--- src/rtl/register.sv ---
//------------------------------------------------------------------------------
// Module  : register
// Brief   : WIDTH-bit load-enabled storage register with zero/sign flags.
// Revision: 1.0
//------------------------------------------------------------------------------
`default_nettype none

module register #(
  parameter int               WIDTH       = 8,
  parameter logic [WIDTH-1:0] RESET_VALUE = '0
) (
  input  logic             clk,
  input  logic             reset,
  input  logic [WIDTH-1:0] data_in,
  input  logic             load,
  output logic [WIDTH-1:0] data_out,
  output logic             is_zero,
  output logic             is_negative
);

  logic [WIDTH-1:0] r_data;

  // Reset is active-low and wins over load.
  always_ff @(posedge clk) begin
    if (!reset) begin
      r_data <= RESET_VALUE;
    end else if (load) begin
      r_data <= data_in;
    end
  end

  assign data_out    = r_data;
  assign is_zero     = (r_data == '0);
  assign is_negative = r_data[WIDTH-1];

endmodule

`default_nettype wire

--- config.mk ---
export PLATFORM = sky130hd
export DESIGN_NAME = register
export DESIGN_NICKNAME = d
export VERILOG_FILES = /design/src/rtl/register.sv
export SDC_FILE = /design/constraint.sdc
export NUM_CORES = 1
export LEC_CHECK = 0
export CAP_MARGIN = 30
export CORE_AREA = 2 2 39 41
export CTS_CLUSTER_DIAMETER = 150
export CTS_CLUSTER_SIZE = 8
export DETAILED_ROUTE_END_ITERATION = 16
export DIE_AREA = 0 0 41 43
export GPL_TIMING_DRIVEN = 0
export MAX_ROUTING_LAYER = met4
export SYNTH_ARGS = -nofsm -noshare
export SYNTH_HDL_FRONTEND = slang
export SYNTH_SLANG_ARGS = --single-unit
--- constraint.sdc ---
create_clock -name clk -period 1.1 [get_ports clk]
set_input_delay 0.275 -clock clk [delete_from_list [all_inputs] [get_ports clk]]
set_output_delay 0.275 -clock clk [all_outputs]
set_load 0.02 [all_outputs]
==> run metrics <==
effective utilization at floorplan 23.2%; Iter 0 DRT Violations 2; GRT Residual Overflow 0; number of max-slew violations in the final report 0; final routed DRC violation total 0; highest cell delay on the worst timing path 540 ps; antenna violations before repair 0; number of input and output port buffers inserted 19; row cnt 14; Critical Path Slowest Stage Cell sky130_fd_sc_hd__or4_4; hold buffer count at cts 0; count of different cell masters after synthesis 7; worst slew pin tran 244 ps; Worst setup SP type flop; endpoint type of the worst setup path output pin; latest clock arrival within the worst-skew pair 260 ps; CP Data Required Time 820 ps; Die W 41 µm; clock slew seen by the registers of the worst setup and hold paths 60 ps; GRT Resource Usage Total 11.9%; Hold Vio Cnt, Final 0; vias 286; static leakage power 0.265 nW; status finished with violations; flip-flop count of the largest register after layout 8; unrepaired setup endpoints after global routing true; Max Clock Freq 0.619 GHz; number of nets in the layout 66; Synth area leaders sky130_fd_sc_hd__dfxtp_1 (50%), sky130_fd_sc_hd__mux2i_1 (25%), sky130_fd_sc_hd__nor2b_1 (16%), sky130_fd_sc_hd__or4_1 (4.7%), sky130_fd_sc_hd__buf_4 (2.3%); remaining antenna violation count after routing 0; placer congestion estimate 0.622; final setup vio count 3; instance count of the mapped netlist 29; violated checks negative setup slack; number of global-route vias before repair 291; clk sinks 8; cell at the root of the clock tree sky130_fd_sc_hd__clkbuf_4; area added between synthesis and finish 79.0%; non-filler cells in the finished layout 70; tightest hold margin 460 ps; number of primary I/O pins 21; placeable core area 1380 µm²; syn_nets 40; register bit count reported by yosys 8; fraction of layout instances using a drive strength above 1 46.3%; post-route clock period utilization 147%; post-synthesis average cell area 11.1 µm²; Cell Count Post-Placement 64; maximum number of pins on one net before global-route repair 9; endpoint arrival time on the critical path 1340 ps; critical path class flop to output pin; least setup slack across all paths after layout -517 ps; crit path time final 1620 ps; final routed wirelength across all metal layers 815 µm; n_diodes 0; Critical Path Fanout Max 2; mapped cell area 322 µm²; Seq/Total Area, Yosys 49.8%; MaxCap Viol Count 0; area leader, netlist sky130_fd_sc_hd__dfxtp_1; height of the die 43 µm; routed length per instance 11.6 µm; max-slew headroom at the worst pin 83.7%; first-pass iteration count of the detailed router 3; total clock buffers created by CTS 3; Final Skew 0 ps; floorplan die area 1760 µm²; post-synth top area share 49.8%; CTS tree yes; power density over cell area 1300 nW/µm²; DP HPWL 607 µm; Fill cells 162; Max H-tree Level 1; first-pass GRT wire length 1260 µm; cells along the critical path or4_4 -> nor2_4 -> buf_6; worst vdd ir 495 µV; CTS Buffer Depth 2; Via density 4.09; total of warnings raised by yosys 0; path type of the worst min-delay path primary input to flop
==> cell usage in the layout (no fill, tap or decap), drive strengths merged <==
master	n
buf	13
dfxtp	8
mux2i	8
or4	2
clkbuf	5
clkdlybuf4s50	9
nor2b	8
nor2	1
==> Yosys cell counts <==
master,count
sky130_fd_sc_hd__buf_4,1
sky130_fd_sc_hd__or4_1,2
sky130_fd_sc_hd__nor2_1,1
sky130_fd_sc_hd__buf_2,1
sky130_fd_sc_hd__nor2b_1,8
sky130_fd_sc_hd__dfxtp_1,8
sky130_fd_sc_hd__mux2i_1,8
==> layout make-up <==
class,count,area [µm²],share of cell area [%]
buffer,2,16.3,2.83
sequential,8,169,29.3
multi-input combinational,19,164,28.5
timing repair buffer,21,180,31.3
clock buffer,4,26.3,4.57
tap,16,20.0,3.48
==> critical path: cells and delay by family, from the launching register on <==
| family | cells | cell delay, ps |
|---|---|---|
| buffers and inverters | 1 | 120 |
| flip-flops | 1 | 310 |
| AND/OR/NAND/NOR | 2 | 660 |
==> cells by family (layout without fill, tap and decap cells) <==
kind of cell	Yosys count	count (layout)	share of synthesized area, %
and+or+nand+nor	11	11	21.4
buffers and inverters	2	27	3.89
muxes	8	8	24.9
DFF	8	8	49.8
==> final timing paths <==
| path | from | endpoint | slack (ps) | depth (start not counted) |
|---|---|---|---|---|
| max | data_out[4] | is_zero | -520 | 3 |
| min | load | data_out[7] | 460 | 3 |
| max reg2reg | data_out[4] | data_out[4] | 380 | 3 |
| min reg2reg | data_out[2] | data_out[2] | 530 | 2 |
==> through the flow <==
| step | util [%] | instance area (µm²) | setup slack, ps | setup TNS, ps | power [mW] |
|---|---|---|---|---|---|
| 4_1_cts | 41.0 | 567 | -536 | -757 | 0.762 |
| 3_3_place_gp | 40.0 | 553 | -737 | -2000 | 0.508 |
| 5_1_grt | 41.6 | 576 | -553 | -773 | 0.790 |
| 3_5_place_dp | 40.0 | 553 | -739 | -1940 | 0.509 |
| 6_report | 41.6 | 576 | -517 | -662 | 0.751 |
| 2_1_floorplan | - | 343 | -236 | -236 | 0.418 |
==> metal layers <==
layer | GRT usage [%] | routed length (µm) | vias up
li1 | - | - | 147
met1 | 12.3 | 353 | 137
met2 | 16.6 | 455 | 2
met3 | 3.14 | 6 | 0
met4 | 12.0 | 0 | 0
met5 | - | 0 | -
==> power breakdown <==
group	internal, mW	switching (mW)	leakage [nW]
registers	0.308	0.0126	0.0681
clock network	0.139	0.110	0.0150
logic	0.104	0.0762	0.182
total	0.552	0.199	0.265
==> repair_timing <==
action / CTS / global route
setup buffers: 1 / 1
endpoints found under the setup margin: 10 / 7
resized for setup: 43 / 7
pin swaps: 2 / 0
Power figures use the tool's default switching activity.
